<file path="config.mk">
export PLATFORM = sky130hd
export DESIGN_NAME = b_bop_arb
export DESIGN_NICKNAME = d
export VERILOG_FILES = /design/src/rtl/b_bop_arb.sv
export SDC_FILE = /design/constraint.sdc
export NUM_CORES = 1
export LEC_CHECK = 0
export CORE_ASPECT_RATIO = 0.8
export CORE_MARGIN = 2
export CORE_UTILIZATION = 42
export DETAILED_ROUTE_END_ITERATION = 12
export PLACE_DENSITY = 0.83
export SLEW_MARGIN = 20
export SYNTH_ARGS = -nofsm -noshare
export SYNTH_HDL_FRONTEND = slang
export SYNTH_SLANG_ARGS = --single-unit
</file>
<file path="constraint.sdc">
create_clock -name clock -period 1.6 [get_ports clock]
set_input_delay 0.32 -clock clock [delete_from_list [all_inputs] [get_ports clock]]
set_output_delay 0.32 -clock clock [all_outputs]
set_load 0.02 [all_outputs]
</file>
<file path="src/rtl/b_bop_arb.sv">
// Two-requester arbiter sharing one 3-input bitwise LUT datapath, 1-cycle latency, single response slot.
// Readies drop while the slot is full and not being drained. Define B_BOP_ARB_RR_EN for round-robin on contention.

module b_bop (
    input  logic [31:0] rd,
    input  logic [31:0] rs1,
    input  logic [31:0] rs2,
    input  logic [7:0]  lut,
    output logic [31:0] result
);
    always_comb begin
        result = '0;
        for (int i = 0; i < 32; i++) begin
            result[i] = lut[{rd[i], rs2[i], rs1[i]}];
        end
    end
endmodule

module b_bop_arb (
    input  logic        clock,
    input  logic        reset,
    input  logic        req0_valid,
    output logic        req0_ready,
    input  logic [31:0] req0_rd,
    input  logic [31:0] req0_rs1,
    input  logic [31:0] req0_rs2,
    input  logic [7:0]  req0_lut,
    input  logic        req1_valid,
    output logic        req1_ready,
    input  logic [31:0] req1_rd,
    input  logic [31:0] req1_rs1,
    input  logic [31:0] req1_rs2,
    input  logic [7:0]  req1_lut,
    output logic        rsp_valid,
    input  logic        rsp_ready,
    output logic [31:0] rsp_result,
    output logic        rsp_id
);
    logic        rsp_valid_q, rsp_valid_d;
    logic [31:0] rsp_result_q, rsp_result_d;
    logic        rsp_id_q, rsp_id_d;
    logic        last_grant_q, last_grant_d;

    logic        contend_gnt;
    logic        gnt_vld;
    logic        gnt_id;
    logic        slot_free;
    logic        accept;
    logic [31:0] mux_rd, mux_rs1, mux_rs2;
    logic [7:0]  mux_lut;
    logic [31:0] bop_result;

    always_comb begin
`ifdef B_BOP_ARB_RR_EN
        contend_gnt = ~last_grant_q;
`else
        contend_gnt = 1'b0;
`endif
        gnt_vld   = req0_valid | req1_valid;
        gnt_id    = (req0_valid & req1_valid) ? contend_gnt : req1_valid;
        slot_free = ~rsp_valid_q | rsp_ready;
        // Reset gating keeps both readies low while reset is held.
        accept     = gnt_vld & slot_free & ~reset;
        req0_ready = accept & ~gnt_id;
        req1_ready = accept & gnt_id;
    end

    always_comb begin
        mux_rd  = gnt_id ? req1_rd  : req0_rd;
        mux_rs1 = gnt_id ? req1_rs1 : req0_rs1;
        mux_rs2 = gnt_id ? req1_rs2 : req0_rs2;
        mux_lut = gnt_id ? req1_lut : req0_lut;
    end

    b_bop u_bop (
        .rd     (mux_rd),
        .rs1    (mux_rs1),
        .rs2    (mux_rs2),
        .lut    (mux_lut),
        .result (bop_result)
    );

    always_comb begin
        rsp_valid_d  = rsp_valid_q;
        rsp_result_d = rsp_result_q;
        rsp_id_d     = rsp_id_q;
        last_grant_d = last_grant_q;
        if (accept) begin
            rsp_valid_d  = 1'b1;
            rsp_result_d = bop_result;
            rsp_id_d     = gnt_id;
            last_grant_d = gnt_id;
        end else if (rsp_ready) begin
            rsp_valid_d = 1'b0;
        end
    end

    always_ff @(posedge clock) begin
        if (reset) begin
            rsp_valid_q  <= 1'b0;
            rsp_result_q <= '0;
            rsp_id_q     <= 1'b0;
            last_grant_q <= 1'b1;
        end else begin
            rsp_valid_q  <= rsp_valid_d;
            rsp_result_q <= rsp_result_d;
            rsp_id_q     <= rsp_id_d;
            last_grant_q <= last_grant_d;
        end
    end

    assign rsp_valid  = rsp_valid_q;
    assign rsp_result = rsp_result_q;
    assign rsp_id     = rsp_id_q;

`ifndef SYNTHESIS
    // Independent reference of the LUT function over the muxed operands.
    logic [31:0] ref_result;
    always_comb begin
        ref_result = '0;
        for (int i = 0; i < 32; i++) begin
            ref_result[i] = mux_lut[(mux_rd[i] ? 4 : 0) + (mux_rs2[i] ? 2 : 0) + (mux_rs1[i] ? 1 : 0)];
        end
    end

    a_result_matches: assert property (@(posedge clock) disable iff (reset)
        accept |=> (rsp_result_q == $past(ref_result)));

    a_last_grant_tracks: assert property (@(posedge clock) disable iff (reset)
        accept |=> (last_grant_q == rsp_id_q));
`endif
endmodule

</file>
==> results of run 1 <==
==> worst max-delay path by stage <==
stage	from	endpoint	slack [ns]	cells past startpoint
after floorplan	rsp_valid	req1_ready	0.06	4
after CTS	req1_lut[7]	rsp_result[9]	0.004	7
after detailed placement	rsp_ready	req1_ready	-0.72	5
final	req0_rs1[18]	rsp_result[18]	-0.02	4
after global routing	req0_rs1[18]	rsp_result[18]	0.0002	4
after global placement	rsp_ready	req0_ready	-0.72	5
==> placed cells by master, fill, tap and decap left out, drive strengths merged <==
| master | n |
|---|---|
| a211oi | 1 |
| a21oi | 3 |
| a2bb2oi | 32 |
| buf | 53 |
| bufbuf | 4 |
| clkbuf | 9 |
| clkdlybuf4s50 | 186 |
| clkinv | 1 |
| dfxtp | 34 |
| dlygate4sd2 | 44 |
| dlymetal6s2s | 8 |
| inv | 2 |
| mux2i | 64 |
| mux4 | 128 |
| nand2b | 1 |
| nand3 | 1 |
| nand3b | 1 |
| nor2 | 2 |
| o21ai | 32 |
| or2 | 1 |
==> final cells by class <==
class                   count  area share
well taps                 148      0.0220
flip-flops and latches     34      0.0810
clock buffers               7      0.0170
repair buffers            297       0.389
multi-input cells         266       0.490
clock inverters             1    0.000596
inverters                   2    0.000894
==> per-layer routing <==
metal | part of all wire | vias up | track usage
li1 | - | 2076 | -
met1 | 0.35 | 2571 | 0.420
met2 | 0.47 | 457 | 0.555
met3 | 0.14 | 55 | 0.102
met4 | 0.032 | 0 | 0.119
met5 | 0 | - | 0
==> tightest hold or removal path: stages (launching register included) <==
cell	delay, ns
dfxtp_1	0.32
a2bb2oi_1	0.06
o21ai_1	0.06
==> sequential cells by signal, indices dropped and copies added, names as in the netlist <==
name and count:
rsp_id 1, rsp_result 32, rsp_valid 1
==> cells by family after synthesis <==
family          synth area share
compound gates            0.0931
buf+inv                   0.0551
flops                      0.137
mux                        0.708
simple gates             0.00654
==> per-stage QoR <==
step	hold WS [ns]	instance area [um2]	total power, W	setup TNS [ns]
after floorplan	0.389	4970	0.00211	0
after global placement	0.455	7770	0.00321	-15.89
after detailed placement	0.467	7770	0.00327	-16.23
after CTS	0.473	8340	0.00443	0
after global routing	0.486	8400	0.00462	0
final	0.478	8400	0.00447	-0.0194
==> what timing repair did <==
item	in CTS	in global routing
buffers inserted	1	1
gates resized for setup	110	26
pin swaps	3	1
gates cloned	15	3
endpoints found under the setup margin	35	30
==> power groups by stage <==
stage | sequential (W) | combinational, W | clock (W)
after CTS | 0.000990 | 0.00243 | 0.00101
after global routing | 0.000999 | 0.00258 | 0.00105
after detailed placement | 0.00101 | 0.00226 | 0
final | 0.000991 | 0.00248 | 0.000995
after global placement | 0.00100 | 0.00221 | 0
after floorplan | 0.00111 | 0.00100 | 0
==> run_results.csv, run 1 <==
group,metric,value,unit
pwr,intPower,0.00305,W
floorplan,num_io_pins,249,
worst_setup_path,cp.arrival,1.77,ns
global_route,grt_max_degree,33,
floorplan,die_h,101,um
run_status,violations,"setup timing",
cts,cts_tree,"done",
detailed_routing,vias,5159,
worst_setup_path,worstPathCellList,"clkdlybuf4s50_1 -> mux4_2 -> mux2i_1 -> o21ai_1",
timing,relSlewSlack,0.761,
global_route,grt_pass1_wl,31500,um
final_layout,fill_cells,801,
worst_setup_path,crit_path_top_delay_cell,"clkdlybuf4s50_1",
floorplan,die_area,12700,um2
detailed_routing,first_iter_violations,457,
worst_setup_path,worstReg2RegEnd,"rsp_result[13]",
final_layout,post-route-util,0.729,
floorplan,core_area,11500,um2
global_route,grt_pass1_vias,5438,
pwr,swShare,0.317,
hold_path,hold_path_end,"rsp_result[4]",
pwr,power_frac_seq,0.222,
placed_design,hpwl,13700,um
pwr,p_sw,0.00142,W
synth,syn-num-nets,572,
detailed_routing,drc,0,
floorplan,start_util,0.432,
synth,async_flop_share,0,
detailed_routing,wl_per_cell,29.6,um
worst_setup_path,ff2ff_path_depth,5,
worst_setup_path,critical_path.startpoint_type,"input pin",
hold_path,min_path_type,"reg2reg",
pwr,p_comb_frac,0.556,
worst_setup_path,cp_max_fo,2,
pwr,power_density,532,nW/um2
floorplan,row_count,35,
timing,worst_pin_slew,0.349,ns
worst_setup_path,crit_family,"multiplexers",
placed_design,dp_cells,727,
synth,synth_top_area_share,0.580,
synth,synth_commonest_cells,"mux4_2 (128), mux2i_1 (64), dfxtp_1 (34)",
placed_design,place.gp.congestion,0.853,
synth,synth_area_leaders,"mux4_2 (58%), dfxtp_1 (14%), mux2i_1 (13%)",
worst_setup_path,criticalPathCategory,"in2reg",
synth,synthCells,359,
worst_setup_path,cp_data_required_time,1.75,ns
pwr,clock_power_share,0.223,
detailed_routing,drt_pass1_iterations,6,
placed_design,dpl_worst_slack,-0.724,ns
pwr,power_leakage,3.28,nW
hold_path,min_from,"rsp_result[4]",
cts,clk_latency,0.28,ns
final_layout,instances_no_fill,755,
cts,cts.sinks,34,
cts,cts_buffer_depth,2,
synth,yosys.area.top_type,"mux4_2",
synth,yosys_register_bits,34,
cts,cts_root_buf,"clkbuf_16",
detailed_routing,antenna_left,0,
global_route,grt_usage,0.334,
synth,synth_edf_count,0,
run_status,outcome,"finished, violations left",
synth,synth.avg_cell_area,13.9,um2
floorplan,fp.dieW,126,um
detailed_routing,viasPerCell,6.83,
final_layout,area_growth,68.9,%
synth,synth_area,4970,um2
worst_setup_path,reg2reg_from,"rsp_valid",
timing,finalHoldViolations,0,
final_layout,diodes,0,
timing,period_minus_slack,1.62,ns
hold_path,hold_path_depth,2,
worst_setup_path,worstSetupEndpointType,"flip-flop",
final_layout,finalNetCount,819,
placed_design,io_buffers,248,
synth,seq_area_frac_synth,0.137,
timing,finalCritPeriodShare,1.01,
final_layout,drive_above_1_share,0.346,
global_route,grt-ovfl-total,0,
global_route,antenna_found_initial,0,
worst_setup_path,critPathBufInv,1,
timing,setup_ws,-0.0194,ns
cts,ctsHtreeMaxLevel,2,
synth,synthFlopType,"dfxtp_1",
cts,path_clk_slew,0.05,ns
worst_setup_path,rrSetupSlack,0.15,ns
worst_setup_path,max_stage_delay,0.53,ns
final_layout,multiInputGateArea,4110,um2
pwr,ir_drop,326,uV
cts,numCtsBuffers,5,
detailed_routing,routed_wl,22300,um
synth,ys_warn_count,0,
final_layout,register_area,681,um2
synth,synth.most_common_cell,"mux4_2",
flow_run,cap_viol_max_count,0,
cts,hold_buffers,0,
synth,yosysUniqueCellTypes,16,
timing,clock_skew,0.00564,ns
timing,fmax,618,MHz
timing,rsz0062_at_grt,"no",
timing,drv_slew,0,
timing,setup_violations,1,
(Power assumes the default switching activity.)
==> inputs of run 2 (changes only) <==
--- a/config.mk
+++ b/config.mk
@@ -5,6 +5,8 @@
 export SDC_FILE = /design/constraint.sdc
 export NUM_CORES = 1
 export LEC_CHECK = 0
+export ABC_CLOCK_PERIOD_IN_PS = 1600
+export CAP_MARGIN = 5
 export CORE_ASPECT_RATIO = 0.8
 export CORE_MARGIN = 2
 export CORE_UTILIZATION = 42
==> results of run 2 <==
The final DEF is identical to that of run 1; final timing and power are the same.
